==> src/rtl/lcd_scroll_multi_pkg.sv <==
// Shared constants for the multi-channel scrolling spectrum renderer:
// colour-mode encodings, scroll directions and default panel geometry.
package lcd_pkg;

  localparam logic [1:0] MODE_MAP  = 2'd0;
  localparam logic [1:0] MODE_GREY = 2'd1;
  localparam logic [1:0] MODE_THR  = 2'd2;
  localparam logic [1:0] MODE_RSVD = 2'd3;

  localparam logic DIR_DOWN = 1'b0;
  localparam logic DIR_UP   = 1'b1;

  localparam int H_ACTIVE   = 480;
  localparam int V_ACTIVE   = 272;
  localparam int DEF_X0     = 96;
  localparam int DEF_PITCH  = 192;
  localparam int DEF_BAND_W = 96;

endpackage

==> src/rtl/lcd_scroll_multi_if.sv <==
// Sample-RAM / timing-generator side signals of the renderer, bundled so the
// pixel-clock block can be wired with a single port.
interface lcd_scroll_multi_if #(
  parameter int NCH = 2,
  parameter int DW  = 12,
  parameter int AW  = 9,
  parameter int LW  = 9,
  parameter int PW  = 10
);
  logic [NCH*DW-1:0] data;
  logic [AW-1:0]     addr;
  logic              valid;
  logic [LW-1:0]     line;
  logic [PW-1:0]     pxl;
  logic [1:0]        mode;
  logic              dir;
  logic              freeze;
  logic [DW-1:0]     thresh;
  logic [7:0]        red;
  logic [7:0]        green;
  logic [7:0]        blue;
  logic [AW-1:0]     read;

  modport master (
    output data, addr, valid, line, pxl, mode, dir, freeze, thresh,
    input  red, green, blue, read
  );

  modport slave (
    input  data, addr, valid, line, pxl, mode, dir, freeze, thresh,
    output red, green, blue, read
  );
endinterface

==> src/rtl/lcd_scroll_multi_color_map.sv <==
// Combinational sample-to-RGB mapping for one active channel; odd channels
// use the colour map with red and blue exchanged so adjacent bands differ.
module lcd_color_map
  import lcd_pkg::*;
#(
  parameter int DW = 12
) (
  input  logic [DW-1:0] i_d,
  input  logic [1:0]    i_mode,
  input  logic          i_odd,
  input  logic [DW-1:0] i_thresh,
  output logic [23:0]   o_rgb
);

  logic [7:0] w_hi;
  logic [7:0] w_mid;
  logic [7:0] w_lo;

  always_comb begin
    w_hi  = {i_d[DW-1 -: 6], 2'b00};
    w_mid = {i_d[DW-7 -: 4], 4'b0000};
    w_lo  = {3'b000, i_d[1:0], 3'b000};
    o_rgb = 24'h000000;
    case (i_mode)
      MODE_MAP:  o_rgb = i_odd ? {w_lo, w_mid, w_hi} : {w_hi, w_mid, w_lo};
      MODE_GREY: o_rgb = {3{i_d[DW-1 -: 8]}};
      MODE_THR:  o_rgb = (i_d >= i_thresh) ? 24'hFFFFFF : 24'h000000;
      default:   o_rgb = 24'h000000;
    endcase
  end

endmodule

==> src/rtl/lcd_scroll_multi.sv <==
// Multi-channel spectrum renderer: band decode and colour output plus the
// circular read-address generator for a scrolling waterfall display.
module lcd_scroll_multi
  import lcd_pkg::*;
#(
  parameter int NCH    = 2,
  parameter int DW     = 12,
  parameter int AW     = 9,
  parameter int DEPTH  = V_ACTIVE,
  parameter int LW     = 9,
  parameter int PW     = 10,
  parameter int X0     = DEF_X0,
  parameter int PITCH  = DEF_PITCH,
  parameter int BAND_W = DEF_BAND_W
) (
  input  logic             clk,
  input  logic             rst_n,
  lcd_scroll_multi_if.slave bus
);

  localparam logic [AW:0]   DEPTH_A = (AW+1)'(DEPTH);
  localparam logic [AW+1:0] DEPTH_S = (AW+2)'(DEPTH);

  logic [AW-1:0]   r_first;
  logic [AW-1:0]   r_read;
  logic            r_dir;
  logic [1:0]      r_mode;
  logic [AW+1:0]   r_sum;
  logic [23:0]     r_rgb;

  logic            w_frame;
  logic [AW-1:0]   w_addr_fold;
  logic [AW-1:0]   w_first;
  logic            w_dir;
  logic [1:0]      w_mode;
  logic [AW+1:0]   w_sum;
  logic [NCH-1:0]  w_in;
  logic [31:0]     w_sel;
  logic            w_hit;
  logic            w_odd;
  logic [DW-1:0]   w_d;
  logic [23:0]     w_rgb;

  assign w_frame = (bus.line == {LW{1'b0}});

  // Line 0 bypasses the frame registers so its own read address already uses the new origin.
  always_comb begin
    w_addr_fold = ({1'b0, bus.addr} >= DEPTH_A) ? AW'({1'b0, bus.addr} - DEPTH_A) : bus.addr;
    if (w_frame && !bus.freeze) begin
      w_first = w_addr_fold;
    end else begin
      w_first = r_first;
    end
    if (w_frame) begin
      w_dir  = bus.dir;
      w_mode = bus.mode;
    end else begin
      w_dir  = r_dir;
      w_mode = r_mode;
    end
    if (w_dir == DIR_UP) begin
      w_sum = {2'b00, w_first} + DEPTH_S - (AW+2)'(bus.line);
    end else begin
      w_sum = {2'b00, w_first} + (AW+2)'(bus.line);
    end
  end

  // Band decode: iterate downward so the lowest-numbered overlapping band wins.
  always_comb begin
    w_in = {NCH{1'b0}};
    for (int c = 0; c < NCH; c++) begin
      w_in[c] = (32'(bus.pxl) >= 32'(X0 + c*PITCH)) &&
                (32'(bus.pxl) <= 32'(X0 + c*PITCH + BAND_W - 1));
    end
    w_sel = 32'd0;
    for (int c = NCH - 1; c >= 0; c--) begin
      w_sel = w_in[c] ? 32'(c) : w_sel;
    end
    w_hit = |w_in;
    w_odd = w_sel[0];
    w_d   = bus.data[w_sel*DW +: DW];
  end

  lcd_color_map #(.DW(DW)) u_color_map (
    .i_d      (w_d),
    .i_mode   (r_mode),
    .i_odd    (w_odd),
    .i_thresh (bus.thresh),
    .o_rgb    (w_rgb)
  );

  // Frame state, two-stage address fold and registered pixel colour.
  always_ff @(posedge clk or negedge rst_n) begin
    if (!rst_n) begin
      r_first <= {AW{1'b0}};
      r_dir   <= 1'b0;
      r_mode  <= 2'b00;
      r_sum   <= {(AW+2){1'b0}};
      r_read  <= {AW{1'b0}};
      r_rgb   <= 24'h000000;
    end else begin
      r_first <= w_first;
      r_dir   <= w_dir;
      r_mode  <= w_mode;
      r_sum   <= w_sum;
      r_read  <= (r_sum >= DEPTH_S) ? AW'(r_sum - DEPTH_S) : AW'(r_sum);
      r_rgb   <= (bus.valid && w_hit) ? w_rgb : 24'h000000;
    end
  end

  assign bus.red   = r_rgb[23:16];
  assign bus.green = r_rgb[15:8];
  assign bus.blue  = r_rgb[7:0];
  assign bus.read  = r_read;

endmodule

==> src/flat_wrapper.sv <==
// flat-port wrapper written by rule: the top's interface ports become plain ports
module lcd_scroll_multi_flat import lcd_pkg::*;
#(
  parameter int NCH    = 2,
  parameter int DW     = 12,
  parameter int AW     = 9,
  parameter int DEPTH  = V_ACTIVE,
  parameter int LW     = 9,
  parameter int PW     = 10,
  parameter int X0     = DEF_X0,
  parameter int PITCH  = DEF_PITCH,
  parameter int BAND_W = DEF_BAND_W
)
  (clk, rst_n, bus_data, bus_addr, bus_valid, bus_line, bus_pxl, bus_mode, bus_dir, bus_freeze, bus_thresh, bus_red, bus_green, bus_blue, bus_read);
  lcd_scroll_multi_if #(.NCH(NCH), .DW(DW), .AW(AW), .LW(LW), .PW(PW)) bus_i ();
  input  logic clk;
  input  logic rst_n;
  input wire logic [$bits(bus_i.data)-1:0] bus_data;
  input wire logic [$bits(bus_i.addr)-1:0] bus_addr;
  input wire logic [$bits(bus_i.valid)-1:0] bus_valid;
  input wire logic [$bits(bus_i.line)-1:0] bus_line;
  input wire logic [$bits(bus_i.pxl)-1:0] bus_pxl;
  input wire logic [$bits(bus_i.mode)-1:0] bus_mode;
  input wire logic [$bits(bus_i.dir)-1:0] bus_dir;
  input wire logic [$bits(bus_i.freeze)-1:0] bus_freeze;
  input wire logic [$bits(bus_i.thresh)-1:0] bus_thresh;
  output wire logic [$bits(bus_i.red)-1:0] bus_red;
  output wire logic [$bits(bus_i.green)-1:0] bus_green;
  output wire logic [$bits(bus_i.blue)-1:0] bus_blue;
  output wire logic [$bits(bus_i.read)-1:0] bus_read;
  assign bus_i.data = bus_data;
  assign bus_i.addr = bus_addr;
  assign bus_i.valid = bus_valid;
  assign bus_i.line = bus_line;
  assign bus_i.pxl = bus_pxl;
  assign bus_i.mode = bus_mode;
  assign bus_i.dir = bus_dir;
  assign bus_i.freeze = bus_freeze;
  assign bus_i.thresh = bus_thresh;
  assign bus_red = bus_i.red;
  assign bus_green = bus_i.green;
  assign bus_blue = bus_i.blue;
  assign bus_read = bus_i.read;
  lcd_scroll_multi #(.NCH(NCH), .DW(DW), .AW(AW), .DEPTH(DEPTH), .LW(LW), .PW(PW), .X0(X0), .PITCH(PITCH), .BAND_W(BAND_W)) u_core (.clk(clk), .rst_n(rst_n), .bus(bus_i));
endmodule
==> config.mk <==
export PLATFORM = sky130hd
export DESIGN_NAME = lcd_scroll_multi_flat
export DESIGN_NICKNAME = d
export VERILOG_FILES = /design/src/rtl/lcd_scroll_multi_pkg.sv /design/src/rtl/lcd_scroll_multi_if.sv /design/src/rtl/lcd_scroll_multi_color_map.sv /design/src/rtl/lcd_scroll_multi.sv /design/src/flat_wrapper.sv
export SDC_FILE = /design/constraint.sdc
export NUM_CORES = 1
export LEC_CHECK = 0
export ABC_AREA = 1
export ABC_CLOCK_PERIOD_IN_PS = 2500
export CAP_MARGIN = 10
export CORE_MARGIN = 2
export CORE_UTILIZATION = 44
export DETAILED_ROUTE_END_ITERATION = 10
export HOLD_SLACK_MARGIN = 0.02
export PLACE_DENSITY = 0.87
export SKIP_LAST_GASP = 1
export SLEW_MARGIN = 30
export SYNTH_ARGS = -nofsm -noshare
export SYNTH_HDL_FRONTEND = slang
export SYNTH_SLANG_ARGS = --single-unit
==> constraint.sdc <==
create_clock -name clk -period 2.5 [get_ports clk]
set_input_delay 0.5 -clock clk [delete_from_list [all_inputs] [get_ports clk]]
set_output_delay 0.5 -clock clk [all_outputs]
set_load 0.02 [all_outputs]
# [Word-level counts from Yosys, hierarchy flattened]
# Cells that the tools add are included.
[word_totals] ff_bits=56 output_inout_bits=33 elab_cells=41
[op_classes] add_sub_neg=5 multipliers=1 n_lt_le_gt_ge=7 eq_ne=2 n_shift=1 muxes=11 n_reduce_logical=8
[op_table] cell="24-bit 2-to-1 mux" n=3
[op_table] cell="24-bit one-hot mux with 3 select lines" n=1
[op_table] cell="24-bit by 33-bit indexed part select with 12-bit output" n=1
[op_table] cell="32-bit by 2-bit multiplier with 30-bit output, second input constant" n=1
[op_table] cell="32-bit 2-to-1 mux" n=1
[op_table] cell="9-bit 2-to-1 mux" n=3
[op_table] cell="9-bit subtractor, second input constant" n=2
[op_table] cell="12-bit >= comparator" n=1
[op_table] cell="11-bit by 9-bit >= comparator with 1-bit output, second input constant" n=1
[op_table] cell="11-bit 2-to-1 mux" n=1
[op_table] cell="11-bit by 9-bit subtractor with 11-bit output" n=1
[op_table] cell="9-bit by 9-bit adder with 10-bit output" n=1
[op_table] cell="9-bit by 9-bit adder with 10-bit output, second input constant" n=1
[op_table] cell="10-bit by 7-bit >= comparator with 1-bit output, second input constant" n=1
[op_table] cell="10-bit by 9-bit >= comparator with 1-bit output, second input constant" n=1
[op_table] cell="10-bit by 8-bit less-or-equal comparator with 1-bit output, second input constant" n=1
[op_table] cell="10-bit by 9-bit less-or-equal comparator with 1-bit output, second input constant" n=1
[op_table] cell="9-bit >= comparator, second input constant" n=1
[op_table] cell="9-bit zero test" n=1
[op_table] cell="1-bit logical AND" n=4
[op_table] cell="2-bit by 1-bit == test with 1-bit output, second input constant" n=1
[op_table] cell="2-bit == test, second input constant" n=1
[op_table] cell="2-bit zero test" n=1
[op_table] cell="1-bit 2-to-1 mux" n=2
[op_table] cell="other kinds (2)" n=2

# [Depth between registers and ports, before layout]
[logic_depth] ltp_word=10 ltp_mapped=23 ltp_nobuf=23

# [Hierarchy]
# Synthesis repeated with hierarchy kept, for this count alone.
[hier_totals] hier_cells=581 hier_area_um2=4080.2
[by_module_without_submodules] module="lcd_scroll_multi" n_inst=1 cells_per_inst=463 area_each_um2=3455.8 seq_area_each_um2=1401.3
[by_module_without_submodules] module="lcd_color_map" n_inst=1 cells_per_inst=118 area_each_um2=624.3 seq_area_each_um2=0.0

# [Least setup slack after synthesis]
# OpenSTA, ideal clock, no wires.
[synth_path] kind="input to register" startpoint="input bus_line[3]" endpoint="register u_core.r_sum[7]" arrival_time_ns=2.956 t_required_ns=2.383 path_slack_ns=-0.574 cell_stages=16 path_cell_list="inv_1 > nand3_2 > nor3_4 > inv_4 > o21ai_0 > inv_1 > ha_1 > inv_1 > a31oi_1 > o21ai_0 > nand2_1 > nand2_1 > a21oi_1 > or2_2 > nand3_1 > nand2_1"
[synth_between] elab_chain_cells=6
[synth_rtl] element="start, declared" line="flat_wrapper.sv:21" rtl="input wire logic [$bits(bus_i.line)-1:0] bus_line;"
[synth_rtl] element="9-bit zero test (*)" line="lcd_scroll_multi.sv:44" rtl="assign w_frame = (bus.line == {LW{1'b0}});"
[synth_rtl] element="1-bit logical AND (*)" line="lcd_scroll_multi.sv:49" rtl="if (w_frame && !bus.freeze) begin"
[synth_rtl] element="9-bit 2-to-1 mux (*)" line="lcd_scroll_multi.sv:49"
[synth_rtl] element="via u_core.w_first[1]" line="lcd_scroll_multi.sv:33" rtl="logic [AW-1:0] w_first;"
[synth_rtl] element="9-bit by 9-bit adder with 10-bit output" line="lcd_scroll_multi.sv:62" rtl="w_sum = {2'b00, w_first} + DEPTH_S - (AW+2)'(bus.line);"
[synth_rtl] element="11-bit by 9-bit subtractor with 11-bit output" line="lcd_scroll_multi.sv:62"
[synth_rtl] element="11-bit 2-to-1 mux (*)" line="lcd_scroll_multi.sv:61" rtl="if (w_dir == DIR_UP) begin"
[synth_rtl] element="via u_core.w_sum[7]" line="lcd_scroll_multi.sv:36" rtl="logic [AW+1:0] w_sum;"
[synth_rtl] element="end signal, assigned" line="lcd_scroll_multi.sv:98" rtl="r_sum <= {(AW+2){1'b0}};"
[synth_rtl] element="end signal, assigned" line="lcd_scroll_multi.sv:105" rtl="r_sum <= w_sum;"
[synth_rtl] element="end, declared" line="lcd_scroll_multi.sv:28" rtl="logic [AW+1:0] r_sum;"
# Mark *: on every way through the listed nets, which the timed path passes. The rest lies on a longest branch.
# A chain may end at the register's enable or synchronous reset.

# [Worst setup path after layout]
[layout_path] startpoint="input bus_data[21]" endpoint="register u_core.r_rgb[21]"
[layout_between] elab_chain_cells=5
[layout_rtl] element="start, declared" line="flat_wrapper.sv:18" rtl="input wire logic [$bits(bus_i.data)-1:0] bus_data;"
[layout_rtl] element="24-bit by 33-bit indexed part select with 12-bit output (*)" line="lcd_scroll_multi.sv:81" rtl="w_d = bus.data[w_sel*DW +: DW];"
[layout_rtl] element="12-bit >= comparator" line="lcd_scroll_multi_color_map.sv:27" rtl="MODE_THR: o_rgb = (i_d >= i_thresh) ? 24'hFFFFFF : 24'h000000;"
[layout_rtl] element="24-bit 2-to-1 mux" line="lcd_scroll_multi_color_map.sv:27"
[layout_rtl] element="24-bit one-hot mux with 3 select lines (*)" line="lcd_scroll_multi_color_map.sv:24" rtl="case (i_mode)"
[layout_rtl] element="24-bit 2-to-1 mux (*)" line="lcd_scroll_multi.sv:107" rtl="r_rgb <= (bus.valid && w_hit) ? w_rgb : 24'h000000;"
[layout_rtl] element="end signal, assigned" line="lcd_scroll_multi.sv:107"
[layout_rtl] element="end, declared" line="lcd_scroll_multi.sv:29" rtl="logic [23:0] r_rgb;"
# Every way passes the cells marked *; elsewhere a longest branch is shown, timed or not.

==> impl_metrics.tcl <==
set metrics [dict create \
    synthTopCellsByArea "dfrtp_1 (35%), nand2_1 (13%), ha_1 (12%), inv_1 (9.0%), o21ai_0 (3.6%)" \
    outcome "complete, but fails checks" \
    relSlewSlack 0.439 \
    antennaDiodeCount 0 \
    power_density_nw_per_um2 386 \
    synth_top_area_share 0.348 \
    cp.required_ns 2.71 \
    crit_type "in2reg" \
    fin_total_pwr_mw 2.64 \
    clock-sinks 52 \
    clock_latency_ns 0.33 \
    netlist_area_sq_um 3740 \
    final_nets 850 \
    root_buffer "clkbuf_8" \
    wirelength_mm 19.3 \
    die_h_microns 96.2 \
    max_freq_ghz 0.339 \
    stdcell_area_sq_um 6850 \
    clk_path_buf_depth 2 \
    antenna_found_initial 0 \
    yosysWarnings 0 \
    synth.distinct_cells 42 \
    min_period_over_period 1.18 \
    max_stage_delay_ns 0.55 \
    drv_slew 0 \
    drv_cap 0 \
    die-area_sq_um 9250 \
    grt_pass1_wl_mm 21.7 \
    ff2ff_setup_slack_ns -0.06 \
    row_count 33 \
    yosysSeqAreaShare 0.348 \
    cp-start-kind "input pin" \
    synth_top_area_cell "dfrtp_1" \
    setup_viol 27 \
    worst_r2r_path_depth 7 \
    worst_pin_slew_ns 0.839 \
    core-area_sq_um 8220 \
    first_global_vias 4479 \
    hold_path_class "in2async" \
    whs_ns 0.0357 \
    tritoncts "built" \
    synth_enable_flop_cells 0 \
    finalClockSkew_ns 0.0172 \
    start_util 0.455 \
    holdBufCountCts 0 \
    place_area_sq_um 5680 \
    final_antenna_net_count 0 \
    track_usage 0.309 \
    synthCells 496 \
    worst-path-buf-inv 4 \
    crit_fanout 5 \
    drc_errors 0 \
    yosys_register_bits 52 \
    first_pass_iters 9 \
    avgRoutedWirePerCell_microns 22.7 \
    r2r-end "u_core.r_rgb[7]" \
    crit_cells 13 \
    crit_chain "clkdlybuf4s50_1 > inv_1 > o21ai_4 > ha_4 > a21oi_2 > nor2_1 > a211oi_1 > nand4_1 > buf_4 > nand3_4 > o211ai_1 > nand2_1 > inv_1" \
    grt_max_degree 23 \
    vias_per_cell 6.04 \
    final_util 0.833 \
    clk_pin_slew_ns 0.11 \
    synth_ff_type "dfrtp_1" \
    leakage_nw 3.41 \
    violations "negative setup slack" \
    place.gp.congestion 0.911 \
    min_period_ns 2.95 \
    areaGrowthSynthToFinish_pct 83.2 \
    synthArstFlopShare 1.00 \
    drt_iter0_markers 582 \
    fin_cells 847 \
    rsz0062_at_grt "yes" \
    vdd_ir_drop_max_uv 270 \
    io_buffers 98 \
    die_w_microns 96.2 \
    layout-drive-gt1-share 0.465 \
    timing.final.ws_setup_ns -0.453 \
    hpwl_mm 8.66 \
    critPathTopFamily "buffers and inverters" \
    cts_buffers 5 \
    io-pin-count 104 \
    cp_slowest_cell "clkdlybuf4s50_1" \
    hold_viol 0 \
    place_inst 788 \
    globalRouteOverflowTotal 0 \
    critPathCaptureType "flop" \
    synthesis.nets 605 \
    htree_levels 2 \
    cp_common_cell "inv_1" \
    vias 5117 \
    cp.arrival_ns 3.16 \
    synth.avg_cell_area_sq_um 7.53 \
    reg2reg_from "u_core.r_mode[1]" \
]
[state kept, by name, indices dropped and copies added (netlist names)]
register         flops
u_core.r_rgb        20
u_core.r_sum        11
u_core.bus.read      9
u_core.r_first       9
u_core.r_mode        2
u_core.r_dir         1
[what timing repair did]
item | in CTS | in global routing
setup endpoints to repair | 29 | 28
gates resized for setup | 131 | 148
pin swaps | 57 | 79
setup buffers | 27 | 20
gates cloned | 4 | 0
[cells by family after synthesis]
| logic type | after synthesis | synth area share |
|---|---|---|
| and+or+nand+nor | 215 | 0.252 |
| AOI/OAI and AO/OA | 73 | 0.118 |
| buffers and inverters | 100 | 0.108 |
| adders and majority gates | 38 | 0.131 |
| DFF | 52 | 0.348 |
| xor gates and xnor gates | 16 | 0.0375 |
| muxes | 2 | 0.00536 |
[worst max-delay path by stage]
stage | from | to | slack (ns)
floorplan | bus_line[5] | u_core.r_sum[6] | -0.33
global placement | bus_line[0] | u_core.r_sum[7] | -0.87
detailed placement | bus_line[0] | u_core.r_sum[7] | -0.99
CTS | bus_line[1] | u_core.r_sum[8] | -0.12
global route | bus_pxl[9] | u_core.r_rgb[21] | -0.45
finish | bus_data[21] | u_core.r_rgb[21] | -0.45
[metal layers]
| layer | global-route usage | share of wire | vias to the layer above |
|---|---|---|---|
| li1 | - | - | 2072 |
| met1 | 0.337 | 0.32 | 2340 |
| met2 | 0.555 | 0.46 | 488 |
| met3 | 0.0579 | 0.11 | 217 |
| met4 | 0.180 | 0.11 | 0 |
| met5 | 0 | 0 | - |
[where the power goes]
group          internal (mW)  switching (mW)  total (mW)
Clock                  0.201           0.335       0.536
Sequential             0.905          0.0369       0.941
Combinational          0.548           0.619        1.17
[cells in the mapped netlist, drive strengths merged, types with 2 or more instances]
cell / n
a31oi: 3
nand4: 4
a21oi: 26
o211ai: 4
nor2: 31
ha: 36
o21bai: 2
o2111ai: 2
fa: 2
xnor2: 7
nand3: 28
mux2i: 2
nor3: 6
clkbuf: 3
nand2: 127
o21ai: 28
a21boi: 2
xor2: 9
or2: 17
inv: 91
dfrtp: 52
buf: 5
[placed cells by master, fill, tap and decap left out, types with 6 or more instances in the layout]
cell type / n
clkdlybuf4s50_1: 73
o21ai_1: 8
buf_4: 132
o21ai_4: 6
xor2_1: 9
or2_4: 12
ha_4: 17
buf_6: 14
nor2_4: 7
a21oi_1: 12
inv_1: 66
nand2_2: 27
inv_2: 16
nand3_4: 9
o21ai_2: 9
xnor2_1: 6
nor2_2: 8
clkbuf_2: 7
nand2_1: 95
nand3_2: 14
inv_4: 7
nand3_1: 8
nor2_1: 16
buf_2: 6
ha_1: 16
a21oi_2: 14
dfrtp_1: 52
[stage by stage]
step	setup slack, ns	setup TNS [ns]
6_report	-0.453	-6.89
5_1_grt	-0.447	-7.40
4_1_cts	-0.122	-0.658
3_5_place_dp	-0.987	-21.42
3_3_place_gp	-0.865	-20.02
2_1_floorplan	-0.327	-1.59
[final cells by class]
type	instances	area (sq um)
clock buffers	6	72.6
clock inverters	2	16.3
fillers	392	1370
inverters	92	373
multi-input cells	347	2850
flip-flops and latches	52	1300
well taps	105	131
repair buffers	243	2100
(Power assumes the default switching activity.)
